--- config.mk ---
export PLATFORM = sky130hd
export DESIGN_NAME = riscboy_ppu_mem_responder
export DESIGN_NICKNAME = d
export VERILOG_FILES = /design/src/rtl/riscboy_ppu_mem_responder.sv
export SDC_FILE = /design/constraint.sdc
export NUM_CORES = 1
export LEC_CHECK = 0
export ABC_CLOCK_PERIOD_IN_PS = 4700
export BUFFER_PORTS_ARGS = -buffer_cell sky130_fd_sc_hd__buf_2
export CORE_MARGIN = 1.5
export CORE_UTILIZATION = 25
export CTS_BUF_LIST = sky130_fd_sc_hd__clkbuf_4 sky130_fd_sc_hd__clkbuf_8 sky130_fd_sc_hd__clkbuf_16
export DETAILED_ROUTE_END_ITERATION = 10
export SLEW_MARGIN = 20
export SYNTH_ARGS = -nofsm -noshare
export SYNTH_HDL_FRONTEND = slang
export SYNTH_SLANG_ARGS = --single-unit
export TNS_END_PERCENT = 1
--- constraint.sdc ---
create_clock -name clk -period 4.7 [get_ports clk]
set_input_delay 0.705 -clock clk [delete_from_list [all_inputs] [get_ports clk]]
set_output_delay 0.705 -clock clk [all_outputs]
set_load 0.05 [all_outputs]
--- src/rtl/riscboy_ppu_mem_responder.sv ---
// PPU fetch-bus responder: serves byte/halfword/word reads from a 1-cycle SRAM with lane replication.
// Optional one-word read buffer enabled by defining PPU_MEM_RESPONDER_BUF_EN.
module riscboy_ppu_mem_responder #(
    parameter int W_ADDR      = 32,
    parameter int W_DATA      = 32,
    parameter int W_SRAM_ADDR = 14
) (
    input  logic                   clk,
    input  logic                   rst,
    input  logic                   bus_vld,
    input  logic [W_ADDR-1:0]      bus_addr,
    input  logic [1:0]             bus_size,
    output logic                   bus_rdy,
    output logic [W_DATA-1:0]      bus_data,
    output logic                   sram_ren,
    output logic [W_SRAM_ADDR-1:0] sram_addr,
    input  logic [31:0]            sram_rdata,
    input  logic [3:0]             cfg_wait_states,
    input  logic                   inval,
    output logic                   err
);

    localparam logic [1:0] S_IDLE = 2'd0;
    localparam logic [1:0] S_READ = 2'd1;
    localparam logic [1:0] S_WAIT = 2'd2;
    localparam logic [1:0] S_RESP = 2'd3;

    logic [1:0]  state;
    logic [3:0]  wait_cnt;
    logic [31:0] word;
    logic [1:0]  req_off;
    logic [1:0]  req_size;
    logic        req_err;
    logic        req_err_now;
    logic        hit;
    logic [31:0] hit_data;
    logic        unused_bits;

    // Misaligned halfword/word and the reserved size code all count as protocol errors.
    assign req_err_now = (bus_size == 2'd3)
                      || (bus_size == 2'd1 && bus_addr[0])
                      || (bus_size == 2'd2 && bus_addr[1:0] != 2'b00);

    assign sram_addr = bus_addr[W_SRAM_ADDR+1:2];
    assign sram_ren  = (state == S_IDLE) && bus_vld && !hit;
    assign bus_rdy   = (state == S_RESP);

    function automatic logic [W_DATA-1:0] lane_replicate(
        input logic [31:0] w,
        input logic [1:0]  off,
        input logic [1:0]  size,
        input logic        bad
    );
        logic [31:0] b_sh;
        logic [31:0] h_sh;
        logic [31:0] res;
        b_sh = w >> {off, 3'b000};
        h_sh = w >> {off[1], 4'b0000};
        case (size)
            2'd0:    res = {4{b_sh[7:0]}};
            2'd1:    res = {2{h_sh[15:0]}};
            2'd2:    res = w;
            default: res = 32'd0;
        endcase
        if (bad) res = 32'd0;
        return res;
    endfunction

`ifdef PPU_MEM_RESPONDER_BUF_EN
    logic                   buf_vld;
    logic [W_SRAM_ADDR-1:0] buf_tag;
    logic [31:0]            buf_data;
    logic [W_SRAM_ADDR-1:0] req_tag;

    assign hit = buf_vld && !inval && !req_err_now && (buf_tag == bus_addr[W_SRAM_ADDR+1:2]);
    assign hit_data = buf_data;
    assign unused_bits = ^bus_addr[W_ADDR-1:W_SRAM_ADDR+2];

    // Invalidate wins over fill, so an inval during READ or WAIT leaves the buffer empty.
    always_ff @(posedge clk) begin
        if (rst) begin
            buf_vld  <= 1'b0;
            buf_tag  <= '0;
            buf_data <= '0;
            req_tag  <= '0;
        end else begin
            if (state == S_IDLE && bus_vld)
                req_tag <= bus_addr[W_SRAM_ADDR+1:2];
            if (inval)
                buf_vld <= 1'b0;
            else if (state == S_READ && !req_err) begin
                buf_vld  <= 1'b1;
                buf_tag  <= req_tag;
                buf_data <= sram_rdata;
            end
        end
    end
`else
    assign hit = 1'b0;
    assign hit_data = 32'd0;
    assign unused_bits = ^{bus_addr[W_ADDR-1:W_SRAM_ADDR+2], inval};
`endif

    // Request attributes are latched at issue so a misbehaving initiator cannot corrupt the response.
    always_ff @(posedge clk) begin
        if (rst) begin
            state    <= S_IDLE;
            wait_cnt <= '0;
            word     <= '0;
            req_off  <= '0;
            req_size <= '0;
            req_err  <= 1'b0;
            bus_data <= '0;
            err      <= 1'b0;
        end else begin
            case (state)
                S_IDLE: begin
                    if (bus_vld) begin
                        req_off  <= bus_addr[1:0];
                        req_size <= bus_size;
                        req_err  <= req_err_now;
                        if (req_err_now)
                            err <= 1'b1;
                        if (hit) begin
                            bus_data <= lane_replicate(hit_data, bus_addr[1:0], bus_size, 1'b0);
                            state    <= S_RESP;
                        end else begin
                            wait_cnt <= cfg_wait_states;
                            state    <= S_READ;
                        end
                    end
                end
                S_READ: begin
                    word <= sram_rdata;
                    if (wait_cnt != 4'd0) begin
                        state <= S_WAIT;
                    end else begin
                        bus_data <= lane_replicate(sram_rdata, req_off, req_size, req_err);
                        state    <= S_RESP;
                    end
                end
                S_WAIT: begin
                    wait_cnt <= wait_cnt - 4'd1;
                    if (wait_cnt <= 4'd1) begin
                        bus_data <= lane_replicate(word, req_off, req_size, req_err);
                        state    <= S_RESP;
                    end
                end
                S_RESP: begin
                    state <= S_IDLE;
                end
                default: begin
                    state <= S_IDLE;
                end
            endcase
        end
    end

endmodule

==> results.ini <==
[run_status]
status = completed

[worst_setup_path]
ff2ff_setup_slack_ns = 1.63
crit_arrival_ns = 3.35
cp_data_required_time_ns = 4.98
crit_start = state[1]
crit_end = bus_data[31]
crit_type = reg -> reg
rr_endpoint = bus_data[31]
cp_max_fo = 33
reg2reg_depth = 9
crit-reg2reg-launch = state[1]
start_kind = register
endpoint_kind = register

[grt]
use_met2_pct = 23.5
antenna_found_initial = 0
busiest_layer = met2
grt_pass1_wl_um = 22500
grt_usage_pct = 14.8
overflow = 0
met1_usage_pct = 20.1
grt_start_max_net_pins = 65
met3_usage_pct = 3.01
grt_pass1_vias = 3967

[synthesis]
synth_enable_flop_cells = 0
synth-main-ff-cell = dfxtp_1
ys_seq_area_share_pct = 33.2
synth_top_cell_by_area = dfxtp_1
synth_area_leaders = dfxtp_1 33%, mux2i_1 10%, nand2_1 5.5%
synth_area_per_cell_um2 = 9.02
synth.net_count = 589
syn_area_um2 = 4580
synth-seq-cells = 76
synth_cell_type_count = 43
async_reset_ff_share_pct = 0
yosysWarnings = 0
netlist_instances = 508
synth_top_area_share_pct = 33.2

[hold_path]
min_path_type = reg -> reg

[detailed_routing]
drt-wirelength-per-cell_um = 18.1
post-route-drc-count = 0
wl_um = 14200
drt_first_iter_violations = 317
avgViaCountPerCell = 5.31
vias = 4160
antenna_left = 0
dr.pass1.iters = 5

[layout]
drive_gt1_share_pct = 25.2
antenna_cells = 0
final_nets = 631
area_growth_pct = 17.0
final_util_pct = 29.8
design_area_um2 = 5360
final_common_cell = buf_2
final_cell_mix = 77 x buf_2, 75 x dfxtp_1, 67 x nand2_1

[timing]
slew_violations = 0
hold_violations = 0
tightest_slew_ns = 1.01
setup_viol = 0
fmax_mhz = 326
hold_slack_ns = 0.440
fin_crit_ns = 3.07
finalCritPeriodShare_pct = 65.3
maxSlewHeadroom_pct = 32.8
layout_setup_ws_ns = 1.63
rsz0062_at_grt = false
final.setup.tns_ns = 0
skew_ns = 0.0103

[clocking]
worstSkewPairLatency_ns = 0.34
postCtsSetupRepairBufs = 0
clock_path_buffers = 2
cts_resized = 0
cts-htree-levels = 3
clkTransAtPathRegs_ns = 0.06
hold_buffers = 0
cts_tree = done
cts-root-buf = clkbuf_16
cts_buffers = 9
cts_num_sinks = 76

[placed_design]
placed_area_um2 = 5030
place.gp.congestion = 0.770
portBuffers = 77
dpl_worst_slack_ns = 1.62
hpwl_um = 9430

[floorplan]
ios = 123
initial_core_util_pct = 25.5
rows = 49
core_area_um2 = 18000
dieHeight_um = 138
die_w_um = 138
die-area_um2 = 19100

[pwr]
cellPowerDensity_nw_per_um2 = 688
ir_worst_vdd_mv = 0.365
cellLeakagePower_nw = 2.04

[flow_run]
maxCapViolations = 0

[critical path, stage by stage, from the launching register on]
cell and delay (ns):
dfxtp_1 0.38, inv_1 0.11, ha_2 0.33, buf_4 0.33
or2_1 0.31, o211ai_2 0.08, buf_4 0.39, nor2b_1 0.59
buf_4 0.32, a32o_1 0.15
[per-stage QoR]
stage	total power, W	instances
floorplan	0.00249	508
global placement	0.00292	768
detailed placement	0.00293	768
CTS	0.00370	784
global route	0.00392	784
finish	0.00369	784
[cell type report]
| cell class | instances | area [µm²] |
|---|---|---|
| clock buffers | 10 | 239 |
| clock inverters | 6 | 86.3 |
| fillers | 1894 | 12600 |
| inverters | 8 | 30.0 |
| multi-input cells | 368 | 2740 |
| flip-flops and latches | 76 | 1520 |
| well taps | 229 | 287 |
| repair buffers | 87 | 460 |
[power breakdown]
| group | switching (W) | internal [W] | leakage [nW] |
|---|---|---|---|
| sequential | 0.000172 | 0.000846 | 0.621 |
| combinational | 0.00127 | 0.000642 | 1.26 |
| clock | 0.000283 | 0.000479 | 0.159 |
| total | 0.00172 | 0.00197 | 2.04 |
[kinds of logic (layout without fill, tap and decap cells)]
kind of cell             after synthesis  in the layout  share of synthesized area (%)
AO/OA/AOI/OAI                        166            166                           30.2
flip-flops                            76             76                           33.2
AND/OR/NAND/NOR                      130            130                           12.7
buffers and inverters                 64            111                           7.32
multiplexers                          65             65                           14.7
adder cells (fa/ha/maj)                7              7                           1.91
[worst min path at each step]
stage	cells after the start	from	slack (ns)	to
CTS	2	err	0.44	err
global route	1	bus_data[11]	0.48	bus_data[11]
global placement	2	err	0.43	err
finish	2	err	0.44	err
detailed placement	2	err	0.43	err
floorplan	2	req_err	0.44	req_err
[synthesized netlist by cell type (9+ instances only)]
| cell type | n |
|---|---|
| a211oi_1 | 9 |
| a21o_1 | 9 |
| a21oi_1 | 12 |
| a221oi_1 | 15 |
| a221oi_2 | 10 |
| a22oi_1 | 26 |
| a31o_1 | 16 |
| a32o_1 | 16 |
| buf_4 | 19 |
| clkbuf_1 | 24 |
| dfxtp_1 | 76 |
| mux2_2 | 17 |
| mux2i_1 | 48 |
| nand2_1 | 67 |
| nand2b_1 | 9 |
| nor2_1 | 39 |
| o21ai_0 | 19 |
[metal layers]
| metal | share of wire [%] | vias to the layer above | routed length (µm) |
|---|---|---|---|
| met5 | 0 | - | 0 |
| met4 | 1.5 | 0 | 216 |
| met3 | 4.5 | 16 | 642 |
| met2 | 46 | 114 | 6500 |
| met1 | 48 | 2029 | 6850 |
| li1 | - | 2001 | - |
[registers in the layout (all words and copies together), names as in the netlist]
name / cells
state: 2
wait_cnt: 4
bus_data: 32
req_size: 2
word: 32
err: 1
req_err: 1
req_off: 2
(Power assumes the default switching activity.)
